File: src/rtl/vga_timing_generator.sv
// Raster timing source for 640x480@60: pixel-rate divider, H/V position FSMs, sync and video window.
// Latency: positions and all timing outputs change together on the clk edge after the divider reaches CLK_DIV-1.
// No backpressure: free-running. Optional VGA_FRAME_COUNT_EN adds a 16-bit wrapping frame_count output.
module vga_timing_generator #(
  parameter int unsigned CLK_DIV     = 4,
  parameter int unsigned H_TOTAL     = 800,
  parameter int unsigned H_SYNC      = 96,
  parameter int unsigned H_VIS_START = 144,
  parameter int unsigned H_VIS_END   = 783,
  parameter int unsigned V_TOTAL     = 525,
  parameter int unsigned V_SYNC      = 2,
  parameter int unsigned V_VIS_START = 35,
  parameter int unsigned V_VIS_END   = 514
) (
  input  logic        clk,
  input  logic        rst_n,
  output logic [15:0] horizontal_actual_position,
  output logic [15:0] vertical_actual_position,
  output logic        pixel_tick,
  output logic        hsync,
  output logic        vsync,
  output logic        video_on,
  output logic        frame_start
`ifdef VGA_FRAME_COUNT_EN
  , output logic [15:0] frame_count
`endif
);

  localparam int unsigned DIV_W = (CLK_DIV > 1) ? $clog2(CLK_DIV) : 1;
  localparam logic [DIV_W-1:0] DIV_LAST = DIV_W'(CLK_DIV - 1);

  // Phase boundaries: the last position of each phase
  localparam logic [15:0] H_SYNC_LAST = 16'(H_SYNC - 1);
  localparam logic [15:0] H_BP_LAST   = 16'(H_VIS_START - 1);
  localparam logic [15:0] H_ACT_LAST  = 16'(H_VIS_END);
  localparam logic [15:0] H_LAST      = 16'(H_TOTAL - 1);
  localparam logic [15:0] V_SYNC_LAST = 16'(V_SYNC - 1);
  localparam logic [15:0] V_BP_LAST   = 16'(V_VIS_START - 1);
  localparam logic [15:0] V_ACT_LAST  = 16'(V_VIS_END);
  localparam logic [15:0] V_LAST      = 16'(V_TOTAL - 1);

  typedef enum logic [1:0] {
    SYNC        = 2'd0,
    BACK_PORCH  = 2'd1,
    ACTIVE      = 2'd2,
    FRONT_PORCH = 2'd3
  } phase_t;

  logic [DIV_W-1:0] r_div;
  logic             r_tick;
  logic [15:0]      r_h_pos;
  logic [15:0]      r_v_pos;
  phase_t           r_h_state;
  phase_t           r_v_state;
  logic             r_hsync;
  logic             r_vsync;
  logic             r_video_on;
  logic             r_frame_start;

  logic             w_adv;
  logic             w_h_end;
  logic             w_v_end;
  logic             w_v_step;
  logic             w_frame_wrap;
  logic [15:0]      w_h_pos_nxt;
  logic [15:0]      w_v_pos_nxt;
  phase_t           w_h_state_nxt;
  phase_t           w_v_state_nxt;

  assign w_adv        = (r_div == DIV_LAST);
  assign w_h_end      = (r_h_pos == H_LAST);
  assign w_v_end      = (r_v_pos == V_LAST);
  assign w_v_step     = w_adv && w_h_end;
  assign w_frame_wrap = w_v_step && w_v_end;

  // Clock divider: counts 0..CLK_DIV-1; the pixel tick is the registered wrap flag
  always_ff @(posedge clk or negedge rst_n) begin
    if (!rst_n) begin
      r_div  <= '0;
      r_tick <= 1'b0;
    end else begin
      r_div  <= w_adv ? '0 : r_div + 1'b1;
      r_tick <= w_adv;
    end
  end

  // Horizontal next column and phase, evaluated only on a pixel advance
  always_comb begin
    w_h_pos_nxt   = r_h_pos;
    w_h_state_nxt = r_h_state;
    if (w_adv) begin
      w_h_pos_nxt = w_h_end ? 16'd0 : r_h_pos + 16'd1;
      case (r_h_state)
        SYNC:        if (r_h_pos == H_SYNC_LAST) w_h_state_nxt = BACK_PORCH;
        BACK_PORCH:  if (r_h_pos == H_BP_LAST)   w_h_state_nxt = ACTIVE;
        ACTIVE:      if (r_h_pos == H_ACT_LAST)  w_h_state_nxt = FRONT_PORCH;
        FRONT_PORCH: if (w_h_end)                w_h_state_nxt = SYNC;
        default:                                 w_h_state_nxt = SYNC;
      endcase
    end
  end

  // Vertical next line and phase, evaluated only when the column wraps
  always_comb begin
    w_v_pos_nxt   = r_v_pos;
    w_v_state_nxt = r_v_state;
    if (w_v_step) begin
      w_v_pos_nxt = w_v_end ? 16'd0 : r_v_pos + 16'd1;
      case (r_v_state)
        SYNC:        if (r_v_pos == V_SYNC_LAST) w_v_state_nxt = BACK_PORCH;
        BACK_PORCH:  if (r_v_pos == V_BP_LAST)   w_v_state_nxt = ACTIVE;
        ACTIVE:      if (r_v_pos == V_ACT_LAST)  w_v_state_nxt = FRONT_PORCH;
        FRONT_PORCH: if (w_v_end)                w_v_state_nxt = SYNC;
        default:                                 w_v_state_nxt = SYNC;
      endcase
    end
  end

  // Position counters and phase state registers
  always_ff @(posedge clk or negedge rst_n) begin
    if (!rst_n) begin
      r_h_pos   <= 16'd0;
      r_v_pos   <= 16'd0;
      r_h_state <= SYNC;
      r_v_state <= SYNC;
    end else begin
      r_h_pos   <= w_h_pos_nxt;
      r_v_pos   <= w_v_pos_nxt;
      r_h_state <= w_h_state_nxt;
      r_v_state <= w_v_state_nxt;
    end
  end

  // Timing outputs decoded from the next phase so they land on the same edge as the positions
  always_ff @(posedge clk or negedge rst_n) begin
    if (!rst_n) begin
      r_hsync       <= 1'b0;
      r_vsync       <= 1'b0;
      r_video_on    <= 1'b0;
      r_frame_start <= 1'b0;
    end else begin
      r_frame_start <= w_frame_wrap;
      if (w_adv) begin
        r_hsync    <= (w_h_state_nxt != SYNC);
        r_vsync    <= (w_v_state_nxt != SYNC);
        r_video_on <= (w_h_state_nxt == ACTIVE) && (w_v_state_nxt == ACTIVE);
      end
    end
  end

`ifdef VGA_FRAME_COUNT_EN
  logic [15:0] r_frame_cnt;

  // Frame counter bumps on the same edge that raises frame_start; wraps naturally
  always_ff @(posedge clk or negedge rst_n) begin
    if (!rst_n) begin
      r_frame_cnt <= 16'd0;
    end else if (w_frame_wrap) begin
      r_frame_cnt <= r_frame_cnt + 16'd1;
    end
  end

  assign frame_count = r_frame_cnt;
`endif

  assign horizontal_actual_position = r_h_pos;
  assign vertical_actual_position   = r_v_pos;
  assign pixel_tick                 = r_tick;
  assign hsync                      = r_hsync;
  assign vsync                      = r_vsync;
  assign video_on                   = r_video_on;
  assign frame_start                = r_frame_start;

endmodule

File: config.mk
export PLATFORM = sky130hd
export DESIGN_NAME = vga_timing_generator
export DESIGN_NICKNAME = d
export VERILOG_FILES = /design/src/rtl/vga_timing_generator.sv
export SDC_FILE = /design/constraint.sdc
export NUM_CORES = 1
export LEC_CHECK = 0
export CAP_MARGIN = 20
export CORE_MARGIN = 2
export CORE_UTILIZATION = 49
export CTS_CLUSTER_DIAMETER = 50
export DETAILED_ROUTE_END_ITERATION = 16
export PLACE_DENSITY = 0.75
export SLEW_MARGIN = 20
export SYNTH_ARGS = -nofsm -noshare
export SYNTH_HDL_FRONTEND = slang
export SYNTH_SLANG_ARGS = --single-unit
File: constraint.sdc
create_clock -name clk -period 6.95 [get_ports clk]
set_input_delay 2.085 -clock clk [delete_from_list [all_inputs] [get_ports clk]]
set_output_delay 2.085 -clock clk [all_outputs]
set_load 0.005 [all_outputs]
# [Yosys cells after proc, flatten, opt, wreduce, memory -nomap -nowiden]
# Index checks and enable logic that the tools add are counted.
[word_totals] reg_bits=43 inputBits=2 out_inout_bits=37 elab_cells=52
[classes] n_addsub=3 n_eq_ne=17 muxes=15 reduce_logical=7
[op_table] cell="equality test 16 x 10 -> 1 bit (second input constant)" n=4
[op_table] cell="adder 16 x 1 -> 16 bit (second input constant)" n=2
[op_table] cell="two-way mux 16 bit" n=2
[op_table] cell="two-way mux 2 bit" n=11
[op_table] cell="equality test 16 x 1 -> 1 bit (second input constant)" n=1
[op_table] cell="equality test 16 x 6 -> 1 bit (second input constant)" n=1
[op_table] cell="equality test 16 x 7 -> 1 bit (second input constant)" n=1
[op_table] cell="equality test 16 x 8 -> 1 bit (second input constant)" n=1
[op_table] cell="case mux 2 bit (4 select lines)" n=2
[op_table] cell="equality test 2 bit (second input constant)" n=7
[op_table] cell="equality test 2 x 1 -> 1 bit (second input constant)" n=2
[op_table] cell="zero test 2 bit" n=2
[op_table] cell="nonzero test 2 bit" n=2
[op_table] cell="logical AND 1 bit" n=3
[op_table] cell="adder 2 x 1 -> 2 bit (second input constant)" n=1

# [Depth between registers and ports, before layout]
[depth] word_depth=6 depth_mapped=8 mapped_depth_nobuf=8

# [Worst setup path before layout]
# No wires, ideal clock.
[synth_path] path_type="flip-flop to output port" start="register r_h_pos[5] (netlist: horizontal_actual_position[5])" end="output horizontal_actual_position[5]" arrival_time_ps=432 required_time_ps=4865 path_slack_ps=4433 stages_incl_launch_ff=1 path_buffers=0 path_cell_list="dfrtp_1"
[synth_lines] element="start: declaration" line="51" text="logic [15:0] r_h_pos;"
[synth_lines] element="start signal: assignment" line="127" text="r_h_pos <= w_h_pos_nxt;"
[synth_lines] element="end: declaration" line="17" text="output logic [15:0] horizontal_actual_position,"
# No word-level cell between the ends.

# [Worst setup path in the final report]
[layout_path] start="register r_v_pos[5] (netlist: vertical_actual_position[5])" end="output vertical_actual_position[5]"
[layout_lines] element="start: declaration" line="52" text="logic [15:0] r_v_pos;"
[layout_lines] element="start signal: assignment" line="128" text="r_v_pos <= w_v_pos_nxt;"
[layout_lines] element="end: declaration" line="18" text="output logic [15:0] vertical_actual_position,"
# No word-level cell between the ends.

==> out/metrics.cfg <==
[route]
drc_errors = 0
num_vias = 1854
drt-wirelength-per-cell_um = 14.7
drt_iter0_markers = 75
antenna_violating_nets_post_route = 0
detailedRoute.firstPassIterationCount = 4
routed_wirelength_um = 4770
drt-vias-per-instance = 5.72

[yosys]
synth.lib_cells_used.distinct = 50
synthCells = 234
ys.warnings.count = 0
synthDominantAreaCellType = dfrtp_1
netlist.area_leader.share_pct = 46.5
ys_top_cells_by_count = dfrtp_1 (43), nand2_1 (21), nor2_1 (16)
avgSynthCellArea_um2 = 9.89
synthMostInstantiatedCell = dfrtp_1
synth-edff-count = 0
ys_async_sr_fraction_pct = 100
syn_area_mm2 = 0.00231
synth.yosys.seq_area_share_pct = 46.5
synth.ff_latch_count = 43
synth_ff_type = dfrtp_1
mappedNetlistNets = 242
synth_area_leaders = dfrtp_1 (46%), xnor2_1 (5.3%), nand2_1 (3.4%)

[timing]
final.period_utilization_pct = 49.5
timing.max_slew.rel_slack_pct = 38.1
clock_skew_ns = 0.00536
worst_slew_pin_slew_ns = 0.928
final-hold-violation-count = 0
finalSetupViolCount = 0
fin_setup_tns_ns = 0
rsz0062_at_grt = no
least_setup_slack_across_all_paths_after_layout_ns = 3.51
holdWs_ns = 0.425
post-route-min-period_ns = 3.44
achievable-frequency_mhz = 290
timing.final.max_slew_violations = 0

[floorplanning]
floorplan.die.width_um = 72.7
fp-row-count = 25
die_y_um = 72.7
die_area_mm2 = 0.00529
coreArea_mm2 = 0.00463
ios = 39
start_util_pct = 50.0

[clock_tree]
post-cts-setup-buffer-count = 0
path_clk_slew_ns = 0.08
cts_h_tree_lvls = 2
cts_root_buf = clkbuf_8
ctsHoldBuffers = 0
clkSinkCount = 43
insertion_delay_ns = 0.29
number_of_buffers_created_by_cts = 5
post_cts_resized = 0
ctsLongestPathBuffers = 2
tritoncts = yes

[setup_path]
crit_path_top_delay_cell = clkdlybuf4s50_1
timing.critical_path.cells = clkdlybuf4s50_1
critPathKind = register to output pin
critPathTopFamily = buffers and inverters
critical_path_arrival_ns = 1.36
startpoint_type = register
cp_data_required_time_ns = 4.87
number_of_buffer_and_inverter_stages_on_the_critical_path = 1
critical-path-max-stage-delay_ns = 0.56
endpoint_kind = output pin
critical_path_peak_fanout = 9

[power_and_ir_drop]
power_leakage_nw = 1.21
power_density_mw_per_mm2 = 171
max-vdd-ir-drop_mv = 0.126
power.total_mw = 0.482

[placement]
detailed_place_hpwl_um = 3410
finalWeightedCongestion = 0.853
pre_cts_ws_ns = 3.81
numPortBuffers = 38

[global_route]
first_pass_grt_wire_length_um = 7960
grt_pass1_vias = 1747
number_of_antenna_violations_at_the_first_check_in_global_routing = 0
largest_net_degree_at_the_start_of_global_routing = 44
grt_overflow_total = 0
grt.total_usage_pct = 19.3

[layout]
layout.nets = 277
flow.area_growth_from_synthesis_pct = 21.7
antenna-diode-count = 0
fill_cells = 417
share_of_layout_cells_above_drive_strength_1_pct = 8.89

[worst_hold_path]
holdCritPathClass = register to register

[status]
run_status = complete, no violations

[run]
maxCapViolations = 0

==> through the flow <==
step	instance area, um^2	util, %	std cells
2_1_floorplan	2310	-	234
3_3_place_gp	2690	58.0	316
3_5_place_dp	2690	58.0	316
4_1_cts	2820	60.9	324
5_1_grt	2820	60.9	324
6_report	2820	60.9	324
==> layer usage <==
| metal | GRT usage [%] | vias up | part of all wire (%) |
|---|---|---|---|
| met5 | 0 | - | 0 |
| met4 | 7.00 | 0 | 1.5 |
| met3 | 4.56 | 8 | 4.3 |
| met2 | 33.6 | 48 | 49 |
| met1 | 23.2 | 894 | 45 |
| li1 | - | 904 | - |
==> power by group <==
part | internal, mW | switching, mW
clock network | 0.144 | 0.0837
logic | 0.000204 | 0.00454
registers | 0.250 | 0
==> cells in the final DEF, fill, tap and decap left out, types with 2 or more instances in the layout <==
master | netlist | layout
nand2_1 | 21 | 21
nand4_1 | 5 | 5
nor3_1 | 8 | 8
nor2_1 | 16 | 16
and3_2 | 3 | 3
nand3_1 | 14 | 14
xnor2_1 | 14 | 14
inv_1 | 11 | 11
and3_1 | 5 | 5
ha_1 | 6 | 6
and2_1 | 3 | 3
or4b_4 | 2 | 2
or4_1 | 3 | 3
nor3_2 | 2 | 2
clkdlybuf4s50_1 | 0 | 37
nor4_1 | 6 | 6
nand2b_1 | 2 | 2
bufinv_16 | 0 | 2
xor2_1 | 9 | 9
or3_1 | 2 | 2
a21oi_1 | 7 | 7
dfrtp_1 | 43 | 43
nor4_2 | 2 | 2
o21ai_0 | 15 | 15
clkbuf_8 | 0 | 5
and4b_1 | 2 | 2
==> registers in the layout, indices dropped and copies added (netlist names) <==
| name | flops |
|---|---|
| horizontal_actual_position | 16 |
| vertical_actual_position | 16 |
| r_div | 2 |
| r_h_state | 2 |
| r_v_state | 2 |
| frame_start | 1 |
| hsync | 1 |
| pixel_tick | 1 |
| video_on | 1 |
| vsync | 1 |
==> cell type report <==
class	instances	area, um^2	area share, %
tap	54	67.6	2.40
clock inverter	2	60.1	2.13
clock buffer	6	72.6	2.58
timing repair buffer	38	375	13.3
multi-input combinational	170	1120	39.9
inverter	11	41.3	1.47
sequential	43	1080	38.2
==> final timing paths <==
path                                                from                              to  slack [ns]  cells past startpoint
min in group asynchronous                          rst_n     vertical_actual_position[4]        1.93                      1
setup reg to reg           horizontal_actual_position[0]                        video_on        4.18                      7
setup / recovery             vertical_actual_position[5]     vertical_actual_position[5]        3.51                      1
hold reg to reg                                 r_div[0]                        r_div[0]        0.43                      1
max in group asynchronous                          rst_n  horizontal_actual_position[13]        4.45                      1
hold / removal                                  r_div[0]                        r_div[0]        0.43                      1
==> logic make-up after synthesis <==
kind of cell             count (synthesis)  synth area share [%]
AO/OA/AOI/OAI                           32                  8.32
XOR/XNOR                                23                  8.70
adder cells (fa/ha/maj)                  6                  3.24
buffers and inverters                   21                  4.92
flip-flops                              43                  46.5
multiplexers                             1                 0.486
AND/OR/NAND/NOR                        108                  27.8
(Power assumes the default switching activity.)
